[src/rtl/mem_access_unit.sv]
// mem_access_unit: load/store unit for the MEM stage.
// Turns one load/store into one or two aligned bus beats with byte enables,
// steers store bytes onto their lanes and sign/zero-extends load results.
// Accesses that straddle a bus word are split into two beats when
// ALLOW_MISALIGNED=1; otherwise any misaligned access is answered with
// misalign_o and never reaches the bus.
//
// Ports
//   clk, rst          clock, synchronous active-high reset
//   op_valid_i        op present; held stable while stall_o=1
//   op_we_i           1=store, 0=load
//   op_size_i         0=byte 1=half 2=word 3=double (double only if XLEN=64)
//   op_unsigned_i     loads: 1=zero-extend, 0=sign-extend
//   op_addr_i         byte address
//   op_sdata_i        store data, right-justified
//   stall_o           pipeline stall request (combinational)
//   done_o            1-cycle completion pulse
//   ldata_o           extended load result, 0 when done_o=0
//   misalign_o        1-cycle pulse with done_o: illegal size/alignment
//   req_o, req_we_o   bus request / write
//   req_addr_o        bus-word-aligned address
//   req_be_o          byte enables
//   req_wdata_o       lane-steered store data
//   bus_done_i        beat completed this cycle
//   bus_rdata_i       read data, valid with bus_done_i
module mem_access_unit #(
    parameter int unsigned XLEN             = 32,
    parameter int unsigned ADDR_W           = 32,
    parameter int unsigned ALLOW_MISALIGNED = 1
) (
    input  logic                clk,
    input  logic                rst,
    input  logic                op_valid_i,
    input  logic                op_we_i,
    input  logic [1:0]          op_size_i,
    input  logic                op_unsigned_i,
    input  logic [ADDR_W-1:0]   op_addr_i,
    input  logic [XLEN-1:0]     op_sdata_i,
    output logic                stall_o,
    output logic                done_o,
    output logic [XLEN-1:0]     ldata_o,
    output logic                misalign_o,
    output logic                req_o,
    output logic                req_we_o,
    output logic [ADDR_W-1:0]   req_addr_o,
    output logic [XLEN/8-1:0]   req_be_o,
    output logic [XLEN-1:0]     req_wdata_o,
    input  logic                bus_done_i,
    input  logic [XLEN-1:0]     bus_rdata_i
);

    localparam int unsigned BUS_BYTES = XLEN / 8;
    localparam int unsigned OFF_W     = $clog2(BUS_BYTES);
    localparam int unsigned MASK_W    = 2 * BUS_BYTES;
    localparam bit          DOUBLE_OK = (XLEN == 64);
    localparam bit          SPLIT_OK  = (ALLOW_MISALIGNED != 0);

    typedef enum logic [1:0] {IDLE, BEAT0, BEAT1, RESP} state_t;

    state_t               state;

    // Captured operation
    logic                 we_q;
    logic [1:0]           size_q;
    logic                 unsigned_q;
    logic [OFF_W-1:0]     off_q;
    logic                 cross_q;
    logic                 misal_q;
    logic [XLEN-1:0]      sdata_q;
    logic [MASK_W-1:0]    mask_q;
    logic [XLEN-1:0]      rdata0_q;
    logic [XLEN-1:0]      rdata1_q;

    // Decode of the incoming op
    logic [OFF_W-1:0]     in_off;
    logic [3:0]           in_nbytes;
    logic                 in_legal;
    logic                 in_misal;
    logic                 in_cross;
    logic [MASK_W-1:0]    in_mask;
    logic [ADDR_W-1:0]    in_base;
    logic [XLEN-1:0]      in_wdata0;

    // Second-beat store data and load assembly
    logic [XLEN-1:0]      wdata1;
    logic [2*XLEN-1:0]    raw_wide;
    int unsigned          ld_bits;
    int unsigned          ld_shamt;
    logic [XLEN-1:0]      ld_left;
    logic signed [XLEN-1:0] ld_sext;
    logic [XLEN-1:0]      ld_ext;

    // Byte-enable mask spanning two bus words: nbytes ones starting at off
    function automatic logic [MASK_W-1:0] mask_f(input logic [OFF_W-1:0] off,
                                                 input logic [3:0] nb);
        logic [MASK_W-1:0] m;
        m = '0;
        for (int i = 0; i < int'(MASK_W); i++) begin
            if (i >= int'(off) && i < int'(off) + int'(nb)) begin
                m[i] = 1'b1;
            end
        end
        return m;
    endfunction

    assign stall_o = op_valid_i & ~done_o;

    // Decode of the op presented at the ports
    always_comb begin
        in_off    = op_addr_i[OFF_W-1:0];
        in_nbytes = 4'd1 << op_size_i;
        in_legal  = (op_size_i != 2'd3) || DOUBLE_OK;
        in_misal  = (op_addr_i[2:0] & 3'(in_nbytes - 4'd1)) != 3'd0;
        in_cross  = (5'(in_off) + 5'(in_nbytes)) > 5'(BUS_BYTES);
        in_mask   = mask_f(in_off, in_nbytes);
        in_base   = op_addr_i & ~ADDR_W'(BUS_BYTES - 1);
        in_wdata0 = op_sdata_i << {in_off, 3'b000};
    end

    // Upper bytes of the store that spill into the next bus word
    always_comb begin
        wdata1 = sdata_q >> ((BUS_BYTES - 32'(off_q)) * 32'd8);
    end

    // Load assembly: align both beats down by the offset, then extend from nbytes
    always_comb begin
        raw_wide = {rdata1_q, rdata0_q} >> {off_q, 3'b000};
        ld_bits  = 32'd8 << size_q;
        ld_shamt = (ld_bits >= XLEN) ? 32'd0 : (XLEN - ld_bits);
        ld_left  = raw_wide[XLEN-1:0] << ld_shamt;
        ld_sext  = $signed(ld_left) >>> ld_shamt;
        ld_ext   = unsigned_q ? (ld_left >> ld_shamt) : ld_sext;
    end

    // Control FSM with registered bus and response outputs
    always_ff @(posedge clk) begin
        if (rst) begin
            state       <= IDLE;
            done_o      <= 1'b0;
            misalign_o  <= 1'b0;
            ldata_o     <= '0;
            req_o       <= 1'b0;
            req_we_o    <= 1'b0;
            req_addr_o  <= '0;
            req_be_o    <= '0;
            req_wdata_o <= '0;
            we_q        <= 1'b0;
            size_q      <= '0;
            unsigned_q  <= 1'b0;
            off_q       <= '0;
            cross_q     <= 1'b0;
            misal_q     <= 1'b0;
            sdata_q     <= '0;
            mask_q      <= '0;
            rdata0_q    <= '0;
            rdata1_q    <= '0;
        end else begin
            case (state)
                IDLE: begin
                    done_o     <= 1'b0;
                    misalign_o <= 1'b0;
                    ldata_o    <= '0;
                    // The done_o cycle is skipped so a still-held op is not re-issued
                    if (op_valid_i && !done_o) begin
                        we_q       <= op_we_i;
                        size_q     <= op_size_i;
                        unsigned_q <= op_unsigned_i;
                        off_q      <= in_off;
                        cross_q    <= in_cross;
                        sdata_q    <= op_sdata_i;
                        mask_q     <= in_mask;
                        rdata0_q   <= '0;
                        rdata1_q   <= '0;
                        if (!in_legal || (in_misal && !SPLIT_OK)) begin
                            misal_q <= 1'b1;
                            state   <= RESP;
                        end else begin
                            misal_q     <= 1'b0;
                            state       <= BEAT0;
                            req_o       <= 1'b1;
                            req_we_o    <= op_we_i;
                            req_addr_o  <= in_base;
                            req_be_o    <= in_mask[BUS_BYTES-1:0];
                            req_wdata_o <= in_wdata0;
                        end
                    end
                end
                BEAT0: begin
                    if (bus_done_i) begin
                        rdata0_q <= bus_rdata_i;
                        if (cross_q) begin
                            // req_o stays high; address and lanes move to the next word
                            state       <= BEAT1;
                            req_addr_o  <= req_addr_o + ADDR_W'(BUS_BYTES);
                            req_be_o    <= mask_q[MASK_W-1:BUS_BYTES];
                            req_wdata_o <= wdata1;
                        end else begin
                            state       <= RESP;
                            req_o       <= 1'b0;
                            req_we_o    <= 1'b0;
                            req_addr_o  <= '0;
                            req_be_o    <= '0;
                            req_wdata_o <= '0;
                        end
                    end
                end
                BEAT1: begin
                    if (bus_done_i) begin
                        rdata1_q    <= bus_rdata_i;
                        state       <= RESP;
                        req_o       <= 1'b0;
                        req_we_o    <= 1'b0;
                        req_addr_o  <= '0;
                        req_be_o    <= '0;
                        req_wdata_o <= '0;
                    end
                end
                RESP: begin
                    done_o     <= 1'b1;
                    misalign_o <= misal_q;
                    ldata_o    <= (we_q || misal_q) ? '0 : ld_ext;
                    state      <= IDLE;
                end
                default: state <= IDLE;
            endcase
        end
    end

endmodule

[config.mk]
export PLATFORM = sky130hd
export DESIGN_NAME = mem_access_unit
export DESIGN_NICKNAME = d
export VERILOG_FILES = /design/src/rtl/mem_access_unit.sv
export SDC_FILE = /design/constraint.sdc
export NUM_CORES = 1
export LEC_CHECK = 0
export BUFFER_PORTS_ARGS = -buffer_cell sky130_fd_sc_hd__buf_2
export CAP_MARGIN = 20
export CELL_PAD_IN_SITES_DETAIL_PLACEMENT = 0
export CELL_PAD_IN_SITES_GLOBAL_PLACEMENT = 1
export CORE_MARGIN = 3
export CORE_UTILIZATION = 35
export DETAILED_ROUTE_END_ITERATION = 16
export GPL_ROUTABILITY_DRIVEN = 0
export PLACE_DENSITY = 0.81
export RECOVER_POWER = 25
export SYNTH_ARGS = -nofsm -noshare
export SYNTH_HDL_FRONTEND = slang
export SYNTH_SLANG_ARGS = --single-unit
[constraint.sdc]
create_clock -name clk -period 8.8 [get_ports clk]
set_clock_uncertainty 0.15 [all_clocks]
set_input_delay 1.32 -clock clk [delete_from_list [all_inputs] [get_ports clk]]
set_output_delay 1.32 -clock clk [all_outputs]
set_load 0.01 [all_outputs]
== Word-level counts from Yosys, hierarchy flattened ==
Cells that the tools add are included.
Storage, ports and cells
  register bits: 218
  input bits: 104
  output and inout port bits: 105
  word-level logic and storage cells: 124
Operators by class
  add/subtract/negate cells: 5
  magnitude comparators: 13
  equal/unequal tests: 9
  shift operators: 8
  mux-type cells: 51
  bitwise operators: 2
  reductions and logical operators: 17
Operators with widths (number)
  32-bit two-way mux: 14
  32-bit one-hot mux with 2 select lines: 3
  32-bit one-hot mux with 3 select lines: 2
  4-bit by 32-bit less-than comparator with 1-bit output (first input constant): 3
  3-bit by 32-bit less-than comparator with 1-bit output (first input constant): 2
  32-bit by 32-bit >> shifter with 32-bit output: 2
  64-bit by 5-bit >> shifter with 32-bit output: 1
  32-bit by 3-bit adder with 32-bit output (second input constant): 1
  32-bit by 6-bit >= comparator with 1-bit output (second input constant): 1
  1-bit by 32-bit less-than comparator with 1-bit output (first input constant): 1
  2-bit by 32-bit less-than comparator with 1-bit output (first input constant): 1
  32-bit by 32-bit left shift with 32-bit output: 1
  32-bit by 5-bit left shift with 32-bit output: 1
  4-bit by 2-bit left shift with 32-bit output (first input constant): 1
  32-bit by 32-bit >>> shifter with 32-bit output: 1
  6-bit by 32-bit subtractor with 32-bit output (first input constant): 1
  4-bit two-way mux: 5
  1-bit two-way mux: 17
  2-bit inequality test (second input constant): 6
  4-bit one-hot mux with 3 select lines: 1
  2-bit by 4-bit adder with 5-bit output: 2
  3-bit AND reduction: 3
  2-bit two-way mux: 4
  2-bit one-hot mux with 4 select lines: 1
  21 further kinds: 30

== Depth between registers and ports, before layout ==
Gate-level depths: netlist (run 1).
  word-level depth: 8
  gate-level depth with buffers: 12
  mapped depth without buffers: 8

== Worst setup path after synthesis (run 1) ==
No wires, ideal clock.
  kind: input to register
  start: input port op_size_i[1]
  end: register req_be_o[1]
  setup time: 123 ps
  arrival: 2906 ps
  required time: 8527 ps
  slack: 5621 ps
  stages on the path: 9
  path buffers: 1
  cells stage by stage: buf_2 nor2_1 ha_1 fa_1 or2_2 o21ai_0 nand2b_1 a221oi_1 nor2_1
Between the ends
  longest elaborated chain between the ends: 8
  elaborated cells between the ends (all ways): 11
  those cells by class: add/sub: 1; order compare: 1; eq/ne: 2; shift: 1; mux: 4; reduce/logical: 2
RTL lines
  start, declared: line 35  | input logic [1:0] op_size_i,
  1-bit by 2-bit left shift with 4-bit output: line 111  | in_nbytes = 4'd1 << op_size_i;
  2-bit by 4-bit adder with 5-bit output: line 99  | if (i >= int'(off) && i < int'(off) + int'(nb)) begin
  2-bit by 32-bit less-than comparator with 1-bit output: line 99
  1-bit logical AND: line 99
  1-bit two-way mux: line 99
  4-bit two-way mux: line 174  | if (!in_legal || (in_misal && !SPLIT_OK)) begin
  4-bit two-way mux: line 164  | if (op_valid_i && !done_o) begin
  4-bit one-hot mux with 3 select lines: line 158  | case (state)
  end signal, assigned: line 183  | req_be_o <= in_mask[BUS_BYTES-1:0];
  end signal, assigned: line 195  | req_be_o <= mask_q[MASK_W-1:BUS_BYTES];
  end, declared: line 46  | output logic [XLEN/8-1:0] req_be_o,
Parallel ways exist; a longest one is shown, timed or not. The select of a mux whose other input is x is not followed.
A chain may end at the register's enable or synchronous reset.

== Worst setup path after layout (run 1) ==
  start: register off_q[1]
  end: register req_wdata_o[15]
Between the ends
  longest elaborated chain between the ends: 5
RTL lines
  start, declared: line 66  | logic [OFF_W-1:0] off_q;
  start signal, assigned: line 168  | off_q <= in_off;
  3-bit by 2-bit subtractor with 4-bit output: line 122  | wdata1 = sdata_q >> ((BUS_BYTES - 32'(off_q)) * 32'd8);
  32-bit by 32-bit >> shifter with 32-bit output: line 122
  32-bit two-way mux: line 191  | if (cross_q) begin
  32-bit two-way mux: line 189  | if (bus_done_i) begin
  32-bit one-hot mux with 3 select lines: line 158
  end signal, assigned: line 184  | req_wdata_o <= in_wdata0;
  end signal, assigned: line 196  | req_wdata_o <= wdata1;
  end, declared: line 47  | output logic [XLEN-1:0] req_wdata_o,
No other way between the ends. The select of a mux whose other input is x is not followed.

==> results of run 1 <==
## cell usage in the layout (no fill, tap or decap), drive strengths merged, types with 4 or more instances in the layout
cell,Yosys,final
a221oi,34,34
nand3b,9,9
clkinv,1,5
a21oi,122,122
and4,5,5
nand3,46,46
a211oi,22,22
nor4,7,7
mux2,11,11
nand4,13,13
dfxtp,204,204
a31oi,11,11
o22ai,5,5
a22o,4,4
a32oi,5,5
and3,10,10
mux4,28,28
a22oi,41,41
nor3,38,38
nor2,128,128
o32ai,7,7
inv,17,18
a32o,4,4
and2,5,5
nor2b,23,23
nand2b,5,5
ha,9,9
clkbuf,65,79
buf,44,176
nand2,168,168
o21ai,73,73
mux2i,44,44
## report_power, final
| group | switching, uW | total, uW | internal (uW) |
|---|---|---|---|
| Sequential | 209 | 1340 | 1130 |
| Combinational | 1060 | 1570 | 518 |
| Clock | 399 | 943 | 544 |
## per-stage QoR
step / instances / hold WS (ns) / utilization [%]
2_1_floorplan: 1243 / 0.279 / -
3_3_place_gp: 1736 / 0.288 / 39.7
3_5_place_dp: 1736 / 0.292 / 39.7
5_1_grt: 1778 / 0.318 / 42.1
4_1_cts: 1776 / 0.300 / 42.2
6_report: 1778 / 0.297 / 42.1
## worst max-delay path, stage by stage (launching register included)
cell and delay (ns):
dfxtp_2 1.00, inv_1 0.11, ha_1 1.03, nor2b_1 0.41, nand2_1 0.15, o21ai_0 0.09, a221oi_1 0.43, nor3_1 0.08
## cells by family after synthesis
group           count (synthesis)  share of synthesized area (%)
xor+xnor                        2                          0.169
compound gates                350                           21.5
fa+ha+maj                      10                           1.28
simple gates                  464                           20.7
flops                         204                           39.3
other cells                     1                         0.0361
mux                            83                           11.5
buf+inv                       128                           5.59
## path summary, 6_finish.rpt
kind                            startpoint  cells past startpoint  slack [ns]         endpoint
worst max-delay path              off_q[1]                      7        5.19  req_wdata_o[15]
worst min-delay path            sdata_q[0]                      2        0.30       sdata_q[0]
worst max register to register    off_q[1]                      7        5.19  req_wdata_o[15]
worst min register to register  sdata_q[0]                      2        0.30       sdata_q[0]
## cell usage after synthesis (3+ instances only)
cell / count / share of area (%)
a22oi_1: 41 / 3.0
clkbuf_1: 62 / 2.2
a211oi_1: 22 / 1.6
a32o_1: 4 / 0.39
nand4_1: 12 / 0.72
nand3_1: 45 / 2.2
o32ai_1: 7 / 0.59
clkbuf_8: 3 / 0.40
nor2_1: 125 / 4.5
nand2b_1: 5 / 0.30
ha_1: 9 / 1.1
a21oi_1: 122 / 5.9
buf_2: 34 / 1.6
mux2_2: 11 / 1.2
nor3_1: 37 / 1.8
o21ai_0: 68 / 3.3
nand3b_1: 9 / 0.65
a32oi_1: 5 / 0.42
a221oi_1: 34 / 2.9
nand2_1: 168 / 6.1
mux4_2: 28 / 6.1
o22ai_1: 4 / 0.24
and4_1: 5 / 0.42
nor4_1: 5 / 0.30
and3_1: 8 / 0.48
a31oi_1: 11 / 0.66
inv_1: 16 / 0.58
o211ai_1: 3 / 0.22
buf_4: 4 / 0.29
nor2b_1: 23 / 1.4
o211a_1: 3 / 0.29
buf_1: 5 / 0.18
and2_1: 4 / 0.24
dfxtp_1: 204 / 39
mux2i_1: 44 / 4.2
o21ai_1: 4 / 0.19
a22o_1: 4 / 0.34
## area by class of cell
| type | instances | area [um^2] | share of cell area [%] |
|---|---|---|---|
| multi-input combinational | 911 | 5750 | 47.1 |
| sequential | 204 | 4090 | 33.5 |
| timing repair buffer | 220 | 1100 | 8.98 |
| clock buffer | 35 | 693 | 5.68 |
| clock inverter | 5 | 32.5 | 0.266 |
| inverter | 18 | 67.6 | 0.553 |
| antenna | 1 | 2.50 | 0.0205 |
| tap | 384 | 480 | 3.93 |
## registers in the layout (all words and copies together), names as in the netlist, 4 cells and up
signal       count
req_be_o         4
mask_q           4
req_addr_o      30
ldata_o         32
rdata1_q        24
req_wdata_o     32
sdata_q         32
rdata0_q        32
## per-layer routing
layer | routed length, um | GRT usage [%] | vias to the layer above
met4 | 832 | 5.91 | 4
met5 | 27 | 0 | -
li1 | - | - | 4795
met3 | 3050 | 3.66 | 51
met1 | 15500 | 29.6 | 4855
met2 | 15500 | 31.8 | 444
==> reports/metrics.csv, run 1 <==
stage,metric,value,unit
sta,Final period util,41.0,%
placement,number of port buffers,206,
placement,DP Worst Slack,4.81,ns
pwr,worst ir drop on vdd,0.170,mV
cells_and_area,nets,1494,
yosys,Cells after Synth,1242,
yosys,post-synthesis sequential area ratio,39.3,%
clock_network,CTS Sinks,204,
clock_network,CTS Buffer Depth,3,
sta,final hold vios,0,
clock_network,Root Driver,clkbuf_16,
yosys,Synth Cell Area,0.0104,mm^2
yosys,syn_area_per_cell,8.37,um^2
cells_and_area,Layout area overhead,17.6,%
global_routing,first-pass GRT wire length,52600,um
floorplan,die span in y,178,um
yosys,synthesis warning total,0,
floorplan,Die X,178,um
drt,routed wire length,34900,um
placement,hpwl dp,23300,um
hold_path,Hold Crit Class,register to register,
drt,vias per std cell,5.71,
clock_network,hold buffers post-CTS,0,
drt,Remaining DRCs,0,
floorplan,# IOs,209,
yosys,"Distinct cells, synth",73,
flow_run,max-cap check violation count,1,
setup_path,critical-path maximum fanout,37,
clock_network,CTS resizes,0,
clock_network,number of buffers created by CTS,25,
drt,DRT iter0 DRCs,1025,
pwr,P per Cell Area,316,mW/mm^2
yosys,Post-synth EDFFs,0,
sta,unrepaired setup endpoints after global routing,no,
floorplan,Initial Util,35.8,%
setup_path,CP startpoint kind,register,
global_routing,global route overflow,0,
run_status,status,"complete, but fails checks",
cells_and_area,share of layout cells above drive strength 1,19.6,%
cells_and_area,Fill cells,2997,
floorplan,core area,0.0290,mm^2
setup_path,CP arrival,3.83,ns
cells_and_area,"Design Area, Final",0.0122,mm^2
sta,Max Fclk,0.277,GHz
sta,Worst Tran Pin Value,1.97,ns
run_status,failing checks,"max-capacitance violations, max-slew violations",
sta,Final setup viols,0,
global_routing,vias in the first global route,9199,
clock_network,clock slew at reported path FFs,0.06,ns
global_routing,largest net degree at the start of global routing,97,
drt,routed via count,10100,
clock_network,Worst-Skew Late Latency,0.52,ns
pwr,Static Leakage,0.00464,uW
floorplan,die area,0.0318,mm^2
floorplan,# rows,62,
pwr,Tot Pwr,3850,uW
yosys,top_reg_cell synth,dfxtp_1,
global_routing,initial antenna violation count,3,
clock_network,CTS tree,done,
clock_network,setup bufs post-CTS,0,
yosys,"FF+latch count, synth",204,
sta,slew margin rel.,-31.2,%
sta,TNS Setup,0,ns
sta,final worst slack,5.19,ns
setup_path,CP Class,register to register,
drt,Post-DRT Antenna Nets,0,
placement,placed instance area,0.0115,mm^2
drt,Initial DRT Pass Iterations,7,
setup_path,Worst EP required,9.02,ns
clock_network,CTS H-tree depth,1,
sta,crit path time final,3.61,ns
setup_path,CP Capture Type,register,
yosys,asr flop ratio synth,0,%
drt,DR WL/cell,19.6,um
sta,Final Max Slew Viols,40,
global_routing,gr usage total,20.6,%
(Power assumes the default switching activity.)
==> inputs of run 2 (changes only) <==
--- a/config.mk
+++ b/config.mk
@@ -13,7 +13,7 @@
 export CORE_UTILIZATION = 35
 export DETAILED_ROUTE_END_ITERATION = 16
 export GPL_ROUTABILITY_DRIVEN = 0
-export PLACE_DENSITY = 0.81
+export PLACE_DENSITY = 0.84
 export RECOVER_POWER = 25
 export SYNTH_ARGS = -nofsm -noshare
 export SYNTH_HDL_FRONTEND = slang
==> constraint.sdc (replaced) <==
create_clock -name clk -period 3.2 [get_ports clk]
set_clock_uncertainty 0.15 [all_clocks]
set_input_delay 0.48 -clock clk [delete_from_list [all_inputs] [get_ports clk]]
set_output_delay 0.48 -clock clk [all_outputs]
set_load 0.01 [all_outputs]
==> reports/metrics.csv, run 2 (synthesis results as in run 1) <==
stage,metric,value,unit,change
setup_path,CP startpoint,state[1],,
global_routing,largest net degree at the start of global routing,126,,+30%
clock_network,CTS H-tree depth,1,,unchanged
setup_path,critical-path maximum fanout,31,,-16%
cells_and_area,nets,1511,,+1.1%
drt,Initial DRT Pass Iterations,5,,-2
clock_network,CTS resizes,0,,unchanged
cells_and_area,Fill cells,2956,,-1.4%
setup_path,worst-path cell chain,inv_1 -> ha_2 -> buf_4 -> and3_1 -> buf_4 -> nand3_1 -> o32ai_1 -> nand2_1 -> a21oi_1,,
clock_network,CTS Buffer Depth,3,,unchanged
cells_and_area,"commonest non-fill, non-tap cell in the layout",dfxtp_1,,
clock_network,CTS tree,done,,
pwr,Pint,6580,uW,+200%
global_routing,first-pass GRT wire length,53300,um,+1.4%
pwr,Flop pwr share,32.3,%,-2.4 points
setup_path,FF-to-FF setup slack,0.57,ns,-4.62 ns
cells_and_area,area of the multi-input gates,0.00575,mm^2,unchanged
floorplan,# rows,62,,unchanged
run_status,status,"complete, no violations",,
setup_path,CP dominant cell by count,buf_4,,
setup_path,CP Class,register to register,,
drt,DRT iter0 DRCs,1034,,+0.88%
hold_path,Hold Crit Class,input pin to register,,
placement,hpwl dp,24300,um,+4.5%
setup_path,CP startpoint kind,register,,
global_routing,gr usage total,20.9,%,+0.31 points
pwr,clock group share of total power,27.8,%,+3.3 points
cells_and_area,share of layout cells above drive strength 1,19.0,%,-0.57 points
setup_path,CP arrival,2.94,ns,-0.89 ns
global_routing,initial antenna violation count,0,,-3
pwr,worst ir drop on vdd,0.496,mV,+190%
drt,vias per std cell,5.70,,-0.12%
floorplan,Die X,178,um,unchanged
pwr,P per Cell Area,899,mW/mm^2,+190%
setup_path,R2R Path Start,state[1],,
cells_and_area,most frequent cells in the layout,"dfxtp_1, nand2_1, buf_2, nor2_1, a21oi_1",,
sta,Final period util,82.2,%,+41 points
cells_and_area,Layout area overhead,20.5,%,
pwr,Net Switching,4680,uW,+180%
clock_network,CTS Sinks,204,,unchanged
setup_path,R2R Path End,req_addr_o[13],,
placement,number of port buffers,206,,unchanged
sta,Final setup viols,0,,unchanged
floorplan,die area,0.0318,mm^2,unchanged
drt,DR WL/cell,19.5,um,-0.44%
pwr,combinational share of power,39.9,%,-0.9 points
sta,final hold vios,0,,unchanged
clock_network,Root Driver,clkbuf_16,,
hold_path,hold path depth,3,,+1
flow_run,max-cap check violation count,0,,-1
clock_network,hold buffers post-CTS,0,,unchanged
setup_path,FF-to-FF path depth,9,,+2
sta,crit path time final,2.63,ns,-0.981 ns
sta,Max Fclk,0.380,GHz,+37%
hold_path,WHS Endpoint,rdata0_q[30],,
cells_and_area,Register Area,0.00409,mm^2,unchanged
sta,final worst slack,0.570,ns,-4.62 ns
setup_path,Worst EP required,3.51,ns,-5.51 ns
global_routing,global route overflow,0,,unchanged
setup_path,CP peak stage delay,0.38,ns,-0.65 ns
clock_network,number of buffers created by CTS,25,,unchanged
floorplan,# IOs,209,,unchanged
floorplan,core area,0.0290,mm^2,unchanged
pwr,Net Sw Frac,41.5,%,-1.6 points
pwr,Static Leakage,0.00469,uW,+1.0%
setup_path,CP Capture Type,register,,
sta,slew margin rel.,40.6,%,+72 points
drt,Post-DRT Antenna Nets,0,,unchanged
hold_path,hold_sp,bus_rdata_i[30],,
drt,Remaining DRCs,0,,unchanged
clock_network,clock slew at reported path FFs,0.06,ns,about the same
sta,Worst Tran Pin Value,0.889,ns,-1.08 ns
clock_network,setup bufs post-CTS,0,,unchanged
floorplan,die span in y,178,um,unchanged
sta,unrepaired setup endpoints after global routing,no,,
global_routing,vias in the first global route,9300,,+1.1%
setup_path,Worst path slowest cell,dfxtp_1,,
placement,DP Worst Slack,0.631,ns,-4.18 ns
drt,routed via count,10300,,+1.1%
floorplan,Initial Util,35.8,%,unchanged
drt,routed wire length,35200,um,+0.80%
clock_network,Worst-Skew Late Latency,0.54,ns,+0.02 ns
sta,Final Max Slew Viols,0,,-100%
sta,TNS Setup,0,ns,unchanged
-- run 2: area by class of cell --
class	instances	share of cell area [%]
clock buffer	31	5.58
timing repair buffer	237	9.69
tap	384	3.84
inverter	18	0.540
clock inverter	13	1.71
antenna	2	0.0400
sequential	204	32.6
multi-input combinational	911	46.0
-- run 2: worst max path at each step --
stage                      end  slack [ns]  depth (start not counted)
2_1_floorplan  req_wdata_o[12]        0.37                         11
3_3_place_gp    req_addr_o[13]        0.65                          9
3_5_place_dp    req_addr_o[13]        0.63                          9
4_1_cts         req_addr_o[13]        0.59                          9
5_1_grt         req_addr_o[13]        0.38                          9
6_report        req_addr_o[13]        0.57                          9
-- run 2: stage by stage --
stage / util [%] / cell area [um^2] / power (uW) / instances / hold slack, ns
2_1_floorplan: - / 10400 / 6610 / 1243 / 0.279
3_3_place_gp: 40.3 / 11700 / 8140 / 1754 / 0.288
3_5_place_dp: 40.3 / 11700 / 8190 / 1754 / 0.293
4_1_cts: 43.5 / 12600 / 11300 / 1798 / 0.00205
5_1_grt: 43.1 / 12500 / 11900 / 1798 / 0.0243
6_report: 43.2 / 12500 / 11300 / 1800 / 0.0297
-- run 2: per-layer routing --
| metal | routed length (um) | global-route usage (%) | part of all wire (%) | vias up |
|---|---|---|---|---|
| li1 | - | - | - | 4837 |
| met1 | 15300 | 30.2 | 44 | 4855 |
| met2 | 15600 | 32.3 | 44 | 499 |
| met3 | 3320 | 3.43 | 9.4 | 71 |
| met4 | 907 | 6.10 | 2.6 | 0 |
| met5 | 0 | 0 | 0 | - |
-- run 2: power groups by stage --
stage / combinational (uW) / clock (uW) / sequential (uW)
6_report: 4490 / 3120 / 3640
5_1_grt: 4930 / 3280 / 3700
4_1_cts: 4540 / 3190 / 3620
3_5_place_dp: 4520 / 0 / 3670
3_3_place_gp: 4490 / 0 / 3650
2_1_floorplan: 2920 / 0 / 3690
-- run 2: worst max-delay path: cells and delay by family, from the launching register on --
family / cells / cell delay (ns)
buffers and inverters: 3 / 0.64
AND/OR/NAND/NOR: 3 / 0.52
AO/OA/AOI/OAI: 2 / 0.49
flip-flops: 1 / 0.38
adder cells (fa/ha/maj): 1 / 0.38
==> inputs of run 3 (changes only) <==
==> constraint.sdc (replaced) <==
create_clock -name clk -period 2.2 [get_ports clk]
set_clock_uncertainty 0.15 [all_clocks]
set_input_delay 0.33 -clock clk [delete_from_list [all_inputs] [get_ports clk]]
set_output_delay 0.33 -clock clk [all_outputs]
set_load 0.01 [all_outputs]
==> reports/metrics.csv, run 3 (synthesis results as in run 1) <==
stage,metric,value,unit,change
drt,DR WL/cell,19.2,um,-1.7%
floorplan,Die X,178,um,unchanged
setup_path,FF-to-FF path depth,6,,-3
global_routing,first-pass GRT wire length,56200,um,+5.3%
setup_path,CP startpoint kind,register,,
sta,Final Max Slew Viols,0,,unchanged
cells_and_area,share of layout cells above drive strength 1,23.8,%,+4.7 points
floorplan,# IOs,209,,unchanged
placement,DP Worst Slack,-0.158,ns,-0.788 ns
setup_path,CP Class,register to register,,
sta,slew margin rel.,47.7,%,+7.1 points
placement,number of port buffers,206,,unchanged
clock_network,clock slew at reported path FFs,0.06,ns,about the same
drt,routed wire length,36900,um,+5.0%
setup_path,CP arrival,2.48,ns,-0.46 ns
setup_path,critical-path maximum fanout,9,,-71%
sta,Worst Tran Pin Value,0.781,ns,-0.108 ns
global_routing,gr usage total,21.9,%,+1.0 points
drt,DRT iter0 DRCs,1162,,+12%
clock_network,Root Driver,clkbuf_16,,
hold_path,hold_sp,op_addr_i[2],,
clock_network,CTS H-tree depth,1,,unchanged
floorplan,die span in y,178,um,unchanged
clock_network,number of buffers created by CTS,24,,-4.0%
sta,crit path time final,2.19,ns,-0.438 ns
setup_path,FF-to-FF setup slack,0.007,ns,-0.56 ns
clock_network,CTS tree,done,,
clock_network,CTS Buffer Depth,3,,unchanged
cells_and_area,area of the multi-input gates,0.00599,mm^2,+4.1%
setup_path,R2R Path End,req_wdata_o[4],,
cells_and_area,Fill cells,2755,,-6.8%
sta,final hold vios,0,,unchanged
global_routing,vias in the first global route,10100,,+8.2%
sta,Max Fclk,0.456,GHz,+20%
hold_path,hold path depth,3,,unchanged
floorplan,Initial Util,35.8,%,unchanged
global_routing,initial antenna violation count,1,,+1
setup_path,CP Capture Type,register,,
hold_path,WHS Endpoint,req_addr_o[2],,
floorplan,die area,0.0318,mm^2,unchanged
sta,final worst slack,0.00728,ns,-0.562 ns
run_status,status,"complete, no violations",,
sta,TNS Setup,0,ns,unchanged
cells_and_area,"commonest non-fill, non-tap cell in the layout",dfxtp_1,,
pwr,worst ir drop on vdd,1.10,mV,+120%
sta,unrepaired setup endpoints after global routing,yes,,
setup_path,Worst EP required,2.48,ns,-1.03 ns
pwr,Static Leakage,0.00541,uW,+15%
flow_run,max-cap check violation count,0,,unchanged
floorplan,# rows,62,,unchanged
global_routing,global route overflow,0,,unchanged
drt,Remaining DRCs,0,,unchanged
sta,Final setup viols,0,,unchanged
clock_network,Worst-Skew Late Latency,0.54,ns,about the same
cells_and_area,Layout area overhead,35.3,%,
cells_and_area,most frequent cells in the layout,"dfxtp_1, nand2_1, buf_2, nor2_1, a21oi_1",,
floorplan,core area,0.0290,mm^2,unchanged
setup_path,R2R Path Start,state[0],,
pwr,P per Cell Area,1270,mW/mm^2,+41%
cells_and_area,nets,1637,,+8.3%
drt,vias per std cell,5.65,,-0.98%
drt,Initial DRT Pass Iterations,6,,+1
placement,hpwl dp,25000,um,+2.6%
sta,Final period util,99.7,%,+17 points
drt,routed via count,10900,,+5.8%
cells_and_area,Ant. Diodes,0,,-2
drt,Post-DRT Antenna Nets,0,,unchanged
clock_network,CTS Sinks,204,,unchanged
global_routing,largest net degree at the start of global routing,81,,-36%
cells_and_area,Register Area,0.00409,mm^2,about the same
hold_path,Hold Crit Class,input pin to register,,
-- run 3: cell types whose count changed in the layout (fill, tap and decap cells not counted), sizes merged --
cell / change
clkinvlp: -1
clkinv: +3
buf: +65
bufbuf: +1
diode: -2
bufinv: +2
dlygate4sd3: +72
inv: -2
clkbuf: -14
-- run 3: layout make-up --
class / instances / area share, %
clock buffers: 28 / 4.52
clock inverters: 15 / 1.90
inverters: 18 / 0.516
multi-input cells: 911 / 42.6
flip-flops and latches: 204 / 29.1
well taps: 384 / 3.42
repair buffers: 364 / 17.9
-- run 3: critical path, cell delays in order (launching register included) --
cell      delay [ns]
dfxtp_1         0.33
inv_1           0.10
ha_4            0.29
buf_4           0.17
nor3_2          0.65
a221oi_1        0.24
nor3_1          0.16
-- run 3: worst max path at each step --
stage,endpoint,cells after the start,from
2_1_floorplan,req_wdata_o[24],11,off_q[0]
3_3_place_gp,req_wdata_o[14],7,state[1]
3_5_place_dp,ldata_o[12],8,state[0]
4_1_cts,req_wdata_o[18],9,state[0]
5_1_grt,req_wdata_o[2],6,state[0]
6_report,req_wdata_o[4],6,state[0]
-- run 3: stage by stage --
step                cells  util (%)  total power [uW]  area [um^2]  hold WS, ns
floorplan            1243         -              9770        10500        0.279
global placement     1807      42.3             12600        12300        0.287
detailed placement   1807      42.3             12700        12300        0.294
CTS                  1923      48.2             17700        14000      0.00410
global route         1924      48.5             18800        14100       0.0280
finish               1924      48.5             17800        14100       0.0104
-- run 3: what timing repair did --
action / CTS / global route
buffers inserted: 0 / 1
resized for setup: 9 / 29
pin swaps: 0 / 1
hold endpoints to repair: 97 / 0
hold buffers: 72 / 0
endpoints found under the setup margin: 34 / 61
gates cloned: 1 / 0
-- run 3: layer usage --
metal | GRT usage (%) | up-vias | wire (um)
li1 | - | 5097 | -
met1 | 29.8 | 5154 | 15800
met2 | 34.7 | 519 | 16600
met3 | 3.85 | 89 | 3220
met4 | 8.54 | 2 | 1350
met5 | 0 | - | 15
-- run 3: report_power, final --
group	switching [uW]	internal, uW
Combinational	4800	3180
Sequential	754	4510
Clock	1670	2890
